[config.mk]
export PLATFORM = sky130hd
export DESIGN_NAME = song_player
export DESIGN_NICKNAME = d
export VERILOG_FILES = /design/src/rtl/song_player_pkg.sv /design/src/rtl/song_rom.sv /design/src/rtl/song_player.sv
export SDC_FILE = /design/constraint.sdc
export NUM_CORES = 1
export LEC_CHECK = 0
export CAP_MARGIN = 10
export CORE_MARGIN = 3
export CORE_UTILIZATION = 31
export CTS_CLUSTER_DIAMETER = 80
export DETAILED_ROUTE_END_ITERATION = 7
export SYNTH_ARGS = -nofsm -noshare
export SYNTH_HDL_FRONTEND = slang
export SYNTH_SLANG_ARGS = --single-unit
[constraint.sdc]
create_clock -name clk -period 2.98 [get_ports clk]
set_clock_uncertainty 0.1 [all_clocks]
set_input_delay 0.447 -clock clk [delete_from_list [all_inputs] [get_ports clk]]
set_output_delay 0.447 -clock clk [all_outputs]
set_load 0.1 [all_outputs]
[src/rtl/song_player_pkg.sv]
// song_player_pkg: game-state codes, song selects, table entry layout and note codes
package song_player_pkg;
  localparam logic [1:0] ST_START = 2'b00, ST_MENU = 2'b01, ST_PLAY = 2'b10, ST_FINISH = 2'b11;
  localparam logic [1:0] SONG_NONE = 2'b00, SONG_1 = 2'b01, SONG_2 = 2'b10, SONG_3 = 2'b11;
  localparam int NOTE_MSB = 7, NOTE_LSB = 4, DUR_MSB = 3, DUR_LSB = 0;
  localparam logic [3:0] END_DUR = 4'd0;
  localparam logic [3:0] NOTE_REST = 4'd0, NOTE_C = 4'd1, NOTE_D = 4'd2, NOTE_E = 4'd3,
                         NOTE_F = 4'd4, NOTE_G = 4'd5, NOTE_A = 4'd6, NOTE_B = 4'd7;
  typedef enum logic [2:0] {S_IDLE, S_FETCH, S_WAIT, S_HOLD, S_DONE} fsm_t;
  function automatic logic [7:0] entry(input logic [3:0] n, input logic [3:0] d);
    return {n, d};
  endfunction
endpackage

[src/rtl/song_rom.sv]
// song_rom: three song tables, registered read; ports clk, song_sel, addr -> data {note,dur}
module song_rom
  import song_player_pkg::*;
#(
  parameter int ADDR_W = 6
) (
  input  logic              clk,
  input  logic [1:0]        song_sel,
  input  logic [ADDR_W-1:0] addr,
  output logic [7:0]        data
);
  logic [7:0] s1, s2, s3;
  always_comb begin
    s1 = addr == 0 ? entry(NOTE_C, 4'd2) :
         addr == 1 ? entry(NOTE_REST, 4'd1) :
         addr == 2 ? entry(NOTE_E, 4'd1) : entry(NOTE_REST, END_DUR);
    case (addr)
      0:       s2 = entry(NOTE_G, 4'd2);
      1:       s2 = entry(NOTE_E, 4'd1);
      2:       s2 = entry(NOTE_E, 4'd1);
      3:       s2 = entry(NOTE_F, 4'd2);
      4:       s2 = entry(NOTE_D, 4'd1);
      5:       s2 = entry(NOTE_D, 4'd1);
      6:       s2 = entry(NOTE_C, 4'd3);
      default: s2 = entry(NOTE_REST, END_DUR);
    endcase
    // fills every slot with a one-beat note and no END marker
    s3 = entry(4'(addr), 4'd1);
  end
  always_ff @(posedge clk)
    data <= song_sel == SONG_1 ? s1 : song_sel == SONG_2 ? s2 : song_sel == SONG_3 ? s3 : 8'h00;
endmodule

[src/rtl/song_player.sv]
// song_player: plays the selected song table at a fixed beat rate while the game is in PLAY; ports clk, rst, state, song_confirm -> note, note_on, note_idx, finish
module song_player
  import song_player_pkg::*;
#(
  parameter int BEAT_DIV = 12_500_000,
  parameter int ADDR_W   = 6
) (
  input  logic              clk,
  input  logic              rst,
  input  logic [1:0]        state,
  input  logic [1:0]        song_confirm,
  output logic [3:0]        note,
  output logic              note_on,
  output logic [ADDR_W-1:0] note_idx,
  output logic              finish
);
  localparam int CW = BEAT_DIV > 1 ? $clog2(BEAT_DIV) : 1;
  localparam logic [ADDR_W-1:0] LAST = {ADDR_W{1'b1}};
  fsm_t st, n_st;
  logic [1:0] song_sel, n_song_sel;
  logic [ADDR_W-1:0] addr, n_addr, n_note_idx;
  logic [3:0] beats, n_beats, n_note;
  logic [CW-1:0] cnt, n_cnt;
  logic n_note_on, n_finish;
  logic [7:0] rom_data;
  logic [3:0] rom_note, dur;
  logic tick;
  song_rom #(.ADDR_W(ADDR_W)) u_rom (.clk(clk), .song_sel(song_sel), .addr(addr), .data(rom_data));
  assign rom_note = rom_data[NOTE_MSB:NOTE_LSB];
  assign dur = rom_data[DUR_MSB:DUR_LSB];
  assign tick = cnt == CW'(BEAT_DIV - 1);
  always_ff @(posedge clk) begin
    if (rst) begin
      st <= S_IDLE;
      song_sel <= SONG_NONE;
      addr <= '0;
      beats <= '0;
      cnt <= '0;
      note <= '0;
      note_on <= 1'b0;
      note_idx <= '0;
      finish <= 1'b0;
    end else begin
      st <= n_st;
      song_sel <= n_song_sel;
      addr <= n_addr;
      beats <= n_beats;
      cnt <= n_cnt;
      note <= n_note;
      note_on <= n_note_on;
      note_idx <= n_note_idx;
      finish <= n_finish;
    end
  end
  always_comb begin
    n_st = st;
    n_song_sel = song_sel;
    n_addr = addr;
    n_beats = beats;
    n_cnt = cnt;
    n_note = note;
    n_note_on = note_on;
    n_note_idx = note_idx;
    n_finish = finish;
    // leaving PLAY abandons the song from any active state
    if (st != S_IDLE && state != ST_PLAY) begin
      n_st = S_IDLE;
      n_note = '0;
      n_note_on = 1'b0;
      n_finish = 1'b0;
    end else begin
      case (st)
        S_IDLE: if (state == ST_PLAY) begin
          n_song_sel = song_confirm;
          n_addr = '0;
          n_st = song_confirm == SONG_NONE ? S_DONE : S_FETCH;
          n_finish = song_confirm == SONG_NONE;
        end
        S_FETCH: begin
          n_note_on = 1'b0;
          n_st = S_WAIT;
        end
        S_WAIT: if (dur == END_DUR) begin
          n_st = S_DONE;
          n_note = '0;
          n_note_on = 1'b0;
          n_finish = 1'b1;
        end else begin
          n_note = rom_note;
          n_note_idx = addr;
          n_note_on = rom_note != NOTE_REST;
          n_beats = dur;
          n_cnt = '0;
          n_st = S_HOLD;
        end
        S_HOLD: begin
          n_cnt = tick ? '0 : cnt + CW'(1);
          if (tick) begin
            n_beats = beats - 4'd1;
            if (beats == 4'd1) begin
              n_note_on = 1'b0;
              n_st = addr == LAST ? S_DONE : S_FETCH;
              n_addr = addr == LAST ? addr : addr + ADDR_W'(1);
              n_finish = addr == LAST;
              n_note = addr == LAST ? '0 : note;
            end
          end
        end
        default: begin
          n_note = '0;
          n_note_on = 1'b0;
          n_finish = 1'b1;
        end
      endcase
    end
  end
endmodule

==> results.py, run 1 <==
metrics = {
    "placement": {
        "dpl_cell_area_um2": 3350,
        "place_inst": 518,
        "post-dp-hpwl_um": 5550,
        "routabilityCongestion": 0.869,
        "io_buffers": 17,
    },
    "synthesis": {
        "syn_nets": 391,
        "synth_most_common_cell": "dfxtp_1",
        "ys_warn_count": 0,
        "synth_top_cell_area_share": 0.375,
        "avgSynthCellArea_um2": 8.05,
        "synth_area_leaders": "dfxtp_1, nand2_1, nor2_1, a21oi_1, o21ai_0",
        "ys_top_cells_by_count": "dfxtp_1, nand2_1, nor2_1",
        "yosysSeqAreaShare": 0.375,
        "syn-instance-count": 378,
        "synthDistinctLibCells": 58,
        "synth_seq_cells": 57,
        "synth.cell_area_um2": 3040,
        "synth-edff-count": 0,
        "ys.flop_type": "dfxtp_1",
        "ys_async_sr_fraction": 0,
        "synth_top_area_cell": "dfxtp_1",
    },
    "cts": {
        "postCtsSetupRepairBufs": 0,
        "clock_path_buffers": 2,
        "cts_inserted_buffers": 9,
        "cts_hold_buf": 0,
        "clock_sinks": 57,
        "post_cts_resize_count": 0,
        "cts_tree": "yes",
        "ctsHtreeMaxLevel": 3,
        "cts_root_buf": "clkbuf_8",
        "insertion_delay_ns": 0.33,
        "path_clk_slew_ns": 0.07,
    },
    "drt": {
        "ant_nets": 0,
        "routed_wl_um": 7660,
        "drtIter0Drc": 208,
        "routedWlPerCell_um": 14.4,
        "drc": 0,
        "vias_per_cell": 5.34,
        "route.vias.total": 2842,
        "dr.pass1.iters": 5,
    },
    "worst_setup_path": {
        "startpoint": "cnt[17]$_SDFFE_PP0P_",
        "worstSetupPathType": "reg2reg",
        "cp-start-kind": "flop",
        "cp-end-kind": "flop",
        "reg2regPathDepth": 5,
        "crit_fanout": 10,
        "worst_r2r_startpoint": "cnt[17]$_SDFFE_PP0P_",
        "crit_arrival_ns": 2.53,
        "cp.required_ns": 3.09,
        "rrSetupSlack_ns": 0.55,
        "rr_endpoint": "cnt[9]$_SDFFE_PP0P_",
    },
    "global_routing": {
        "grt_pass1_vias": 2685,
        "antenna_found_initial": 0,
        "grtUsageTotal": 0.144,
        "grt_pass1_wl_um": 13100,
        "grt_max_degree": 19,
        "overflow": 0,
    },
    "power_and_ir_drop": {
        "vdd_ir_drop_max_v": 0.000230,
        "leakagePower_nw": 1.26,
        "power_density_nw_per_um2": 445,
    },
    "floorplanning": {
        "fp.dieH_um": 105,
        "core_area_um2": 9370,
        "ios": 18,
        "fp.dieW_um": 105,
        "dieArea_um2": 11000,
        "fp-row-count": 35,
        "initial_core_util": 0.325,
    },
    "timing": {
        "holdWs_ns": 0.370,
        "hold_violations": 0,
        "min_period_ns": 2.43,
        "post-route-period-util": 0.815,
        "slew_headroom": 0.585,
        "worstMarginPinSlew_ns": 0.617,
        "setup-tns-final_ns": 0,
        "fmax_mhz": 412,
        "finalMaxSlewViolations": 0,
        "rsz0062_at_grt": "no",
        "finalSetupViolations": 0,
    },
    "layout": {
        "nets": 413,
        "instances_no_fill": 532,
        "n_antenna_cell": 0,
        "finish.instance_area_um2": 3530,
        "fillers": 996,
        "areaGrowthSynthToFinish_pct": 16.1,
        "drive_gt1_frac": 0.117,
    },
    "min_path": {
        "hold_path_class": "reg2reg",
        "min_path_cells": 2,
        "min_to": "note[2]$_SDFFE_PP0P_",
        "worstHoldStart": "u_rom.data[6]$_SDFF_PP0_",
    },
    "run_status": {
        "outcome": "finished clean",
    },
    "job": {
        "maxCapViolations": 0,
    },
}
-- routing by layer --
metal / wire [um] / up-vias / global-route usage
met1: 3810 / 1336 / 0.202
li1: - / 1433 / -
met2: 3410 / 67 / 0.221
met3: 368 / 6 / 0.0340
met5: 0 / - / 0
met4: 68 / 0 / 0.0366
-- registers in the layout, summed over array words and instances (netlist names) --
name,cells
cnt,24
u_rom.data,6
st,3
note_idx,6
finish,1
note,4
addr,6
beats,4
song_sel,2
note_on,1
-- per-stage QoR --
stage | setup WS (ns) | utilization | power (W)
floorplan | 0.832 | - | 0.000858
global placement | 0.409 | 0.357 | 0.000888
detailed placement | 0.370 | 0.357 | 0.000890
CTS | 0.563 | 0.377 | 0.00159
global route | 0.345 | 0.377 | 0.00163
finish | 0.553 | 0.377 | 0.00157
-- layout make-up --
class / count / area, um^2 / area share
flip-flops and latches: 57 / 1140 / 0.323
clock buffers: 10 / 138 / 0.0390
clock inverters: 4 / 45.0 / 0.0128
well taps: 129 / 161 / 0.0457
repair buffers: 26 / 208 / 0.0588
multi-input cells: 294 / 1790 / 0.508
inverters: 12 / 45.0 / 0.0128
-- worst max-delay path by stage --
| stage | to | slack (ns) | cells past startpoint |
|---|---|---|---|
| 2_1_floorplan | addr[1]$_SDFFE_PP0P_ | 0.83 | 7 |
| 3_3_place_gp | cnt[13]$_SDFFE_PP0P_ | 0.41 | 6 |
| 3_5_place_dp | cnt[13]$_SDFFE_PP0P_ | 0.37 | 6 |
| 4_1_cts | cnt[9]$_SDFFE_PP0P_ | 0.56 | 5 |
| 5_1_grt | cnt[5]$_SDFFE_PP0P_ | 0.35 | 5 |
| 6_report | cnt[9]$_SDFFE_PP0P_ | 0.55 | 5 |
-- placed cells by master, fill, tap and decap left out, types with 3 or more instances in the layout --
| cell type | n |
|---|---|
| or3_1 | 6 |
| clkinv_2 | 3 |
| nor3_1 | 18 |
| xor2_1 | 6 |
| nor2b_1 | 4 |
| nor4_1 | 9 |
| o31ai_1 | 3 |
| dfxtp_1 | 57 |
| nand4_1 | 11 |
| buf_4 | 21 |
| mux2i_1 | 7 |
| a31oi_1 | 8 |
| and3_1 | 7 |
| and4_1 | 3 |
| o21a_1 | 5 |
| nor2_1 | 37 |
| clkdlybuf4s50_1 | 5 |
| a21o_1 | 5 |
| a21oi_1 | 25 |
| clkbuf_8 | 10 |
| inv_1 | 11 |
| nand2b_1 | 6 |
| nand3_1 | 12 |
| nand2_1 | 39 |
| o211ai_1 | 3 |
| xnor2_1 | 6 |
| ha_1 | 7 |
| and2_1 | 6 |
| o21ai_0 | 23 |
-- critical path: stages (launching register included) --
cell and delay, ns:
dfxtp_1 0.48, nor4b_1 0.45, and4_1 0.52, a21oi_1 0.24, o21ai_2 0.42, nor2_1 0.10
-- cell families after synthesis --
| logic type | count (synthesis) | share of synthesized area |
|---|---|---|
| xor gates and xnor gates | 12 | 0.0345 |
| muxes | 8 | 0.0267 |
| adders and majority gates | 7 | 0.0288 |
| AOI/OAI and AO/OA | 97 | 0.209 |
| and+or+nand+nor | 170 | 0.291 |
| buffers and inverters | 27 | 0.0354 |
| DFF | 57 | 0.375 |
-- report_power, final --
part           internal, W  total [W]  switching [W]  leakage, nW
clock             0.000395   0.000701       0.000305       0.0978
combinational    0.0000339  0.0000900      0.0000562        0.706
sequential        0.000770   0.000783      0.0000128        0.460
total              0.00120    0.00157       0.000374         1.26
Note: power is estimated with default switching activity, not from simulation.
==> run 2, diff against run 1 <==
==> constraint.sdc (replaced) <==
create_clock -name clk -period 2.3 [get_ports clk]
set_clock_uncertainty 0.1 [all_clocks]
set_input_delay 0.345 -clock clk [delete_from_list [all_inputs] [get_ports clk]]
set_output_delay 0.345 -clock clk [all_outputs]
set_load 0.1 [all_outputs]
==> run 2 against run 1 <==
Critical path type unchanged. Critical endpoint is now addr[1]$_SDFFE_PP0P_. Critical path depth up 2. Cell area up 7.6%. Register-to-register slack worse by 0.51 ns. Largest power group unchanged.
==> results.py, run 2 (synthesis results as in run 1) <==
metrics = {
    "global_routing": {
        "gr-max-usage-layer": "met2",
        "grt_util_met1": 0.210,
        "grt_max_degree": 16,
        "grt_pass1_wl_um": 13900,
        "overflow": 0,
        "antenna_found_initial": 0,
        "use_met2": 0.236,
        "use_met3": 0.0296,
        "grtUsageTotal": 0.153,
        "grt_pass1_vias": 2814,
    },
    "timing": {
        "rsz0062_at_grt": "yes",
        "min_period_ns": 2.26,
        "post-route-period-util": 0.981,
        "finalMaxSlewViolations": 0,
        "holdWs_ns": 0.386,
        "hold_violations": 0,
        "worstMarginPinSlew_ns": 0.563,
        "slew_headroom": 0.625,
        "finalSetupViolations": 0,
        "setup-tns-final_ns": 0,
        "fmax_mhz": 443,
    },
    "worst_setup_path": {
        "crit_fanout": 4,
        "crit_slowest_cell": "or3_4",
        "worstSetupPathType": "reg2reg",
        "worst_r2r_startpoint": "beats[1]$_SDFFE_PP0P_",
        "crit_arrival_ns": 2.43,
        "cp-end-kind": "flop",
        "startpoint": "beats[1]$_SDFFE_PP0P_",
        "max_stage_delay_ns": 0.42,
        "crit_chain": "inv_2 -> ha_1 -> or3b_4 -> or2_4 -> or3_4 -> or3_4 -> a21oi_2",
        "cp.required_ns": 2.47,
        "crit_top_cell": "or3_4",
        "cp-start-kind": "flop",
    },
    "placement": {
        "routabilityCongestion": 0.889,
        "place_inst": 546,
        "io_buffers": 17,
        "post-dp-hpwl_um": 5970,
    },
    "floorplanning": {
        "dieArea_um2": 11000,
        "ios": 18,
        "fp.dieH_um": 105,
        "fp-row-count": 35,
        "initial_core_util": 0.325,
        "core_area_um2": 9370,
        "fp.dieW_um": 105,
    },
    "cts": {
        "insertion_delay_ns": 0.35,
        "path_clk_slew_ns": 0.06,
        "cts_inserted_buffers": 9,
        "cts_root_buf": "clkbuf_8",
        "clock_sinks": 57,
        "cts_tree": "yes",
        "clock_path_buffers": 2,
        "ctsHtreeMaxLevel": 3,
    },
    "drt": {
        "dr.pass1.iters": 4,
        "drtIter0Drc": 255,
        "vias_per_cell": 5.24,
        "route.vias.total": 2951,
        "routedWlPerCell_um": 14.2,
        "routed_wl_um": 8000,
        "drc": 0,
        "ant_nets": 0,
    },
    "power_and_ir_drop": {
        "vdd_ir_drop_max_v": 0.000409,
        "power_density_nw_per_um2": 564,
        "report.power.total_w": 0.00214,
        "leakagePower_nw": 1.42,
    },
    "layout": {
        "nets": 442,
        "areaGrowthSynthToFinish_pct": 24.9,
        "instances_no_fill": 563,
        "drive_gt1_frac": 0.191,
        "n_antenna_cell": 0,
        "final_common_cell": "dfxtp_1",
        "final_cell_mix": "dfxtp_1, buf_4, nand2_1",
        "fillers": 977,
        "largest-register": "cnt",
        "largest_reg_flops": 24,
    },
    "run_status": {
        "outcome": "finished clean",
    },
    "min_path": {
        "worstHoldStart": "cnt[23]$_SDFFE_PP0P_",
        "hold_path_class": "reg2reg",
    },
    "job": {
        "maxCapViolations": 0,
    },
}
==> run 2: cell type report <==
type	instances	area (um^2)	area share
Multi-Input combinational cell	294	1810	0.476
Sequential cell	57	1140	0.301
Timing Repair Buffer	55	425	0.112
Clock buffer	12	165	0.0435
Tap cell	129	161	0.0425
Clock inverter	4	50.0	0.0132
Inverter	12	45.0	0.0119
==> run 2: stage by stage <==
stage | util | setup slack [ns] | cell area, um^2
finish | 0.405 | 0.0438 | 3800
global route | 0.405 | -0.00933 | 3800
CTS | 0.403 | 0.0198 | 3780
detailed placement | 0.380 | -0.130 | 3560
global placement | 0.380 | -0.114 | 3560
floorplan | - | 0.152 | 3040
==> run 2: critical path, delay by kind of cell, from the launching register on <==
family,cells,cell delay (ns)
AND/OR/NAND/NOR,4,1.42
adder cells (fa/ha/maj),1,0.14
flip-flops,1,0.33
AO/OA/AOI/OAI,1,0.14
buffers and inverters,1,0.06
==> run 2: final timing paths <==
| path | end | slack, ns | depth (start not counted) |
|---|---|---|---|
| setup reg to reg | addr[1]$_SDFFE_PP0P_ | 0.04 | 7 |
| hold reg to reg | cnt[23]$_SDFFE_PP0P_ | 0.39 | 2 |
| setup / recovery | addr[1]$_SDFFE_PP0P_ | 0.04 | 7 |
| hold / removal | cnt[23]$_SDFFE_PP0P_ | 0.39 | 2 |
==> run 2: per-layer routing <==
| metal | up-vias | share of wire |
|---|---|---|
| li1 | 1490 | - |
| met1 | 1398 | 0.50 |
| met2 | 52 | 0.46 |
| met3 | 11 | 0.029 |
| met4 | 0 | 0.012 |
| met5 | - | 0 |
==> run 2: where the power goes <==
group / switching (W) / total (W) / internal (W) / leakage, nW
logic: 0.0000798 / 0.000134 / 0.0000540 / 0.851
registers: 0.0000116 / 0.00101 / 0.000998 / 0.460
clock network: 0.000413 / 0.000999 / 0.000587 / 0.105
total: 0.000504 / 0.00214 / 0.00164 / 1.42
==> run 2: repair_timing <==
action / 4_1_cts / 5_1_grt
pin swaps: 3 / 1
buffers inserted: 0 / 1
setup endpoints to repair: 2 / 2
hold buffers: 0 / 0
resized for setup: 3 / 3
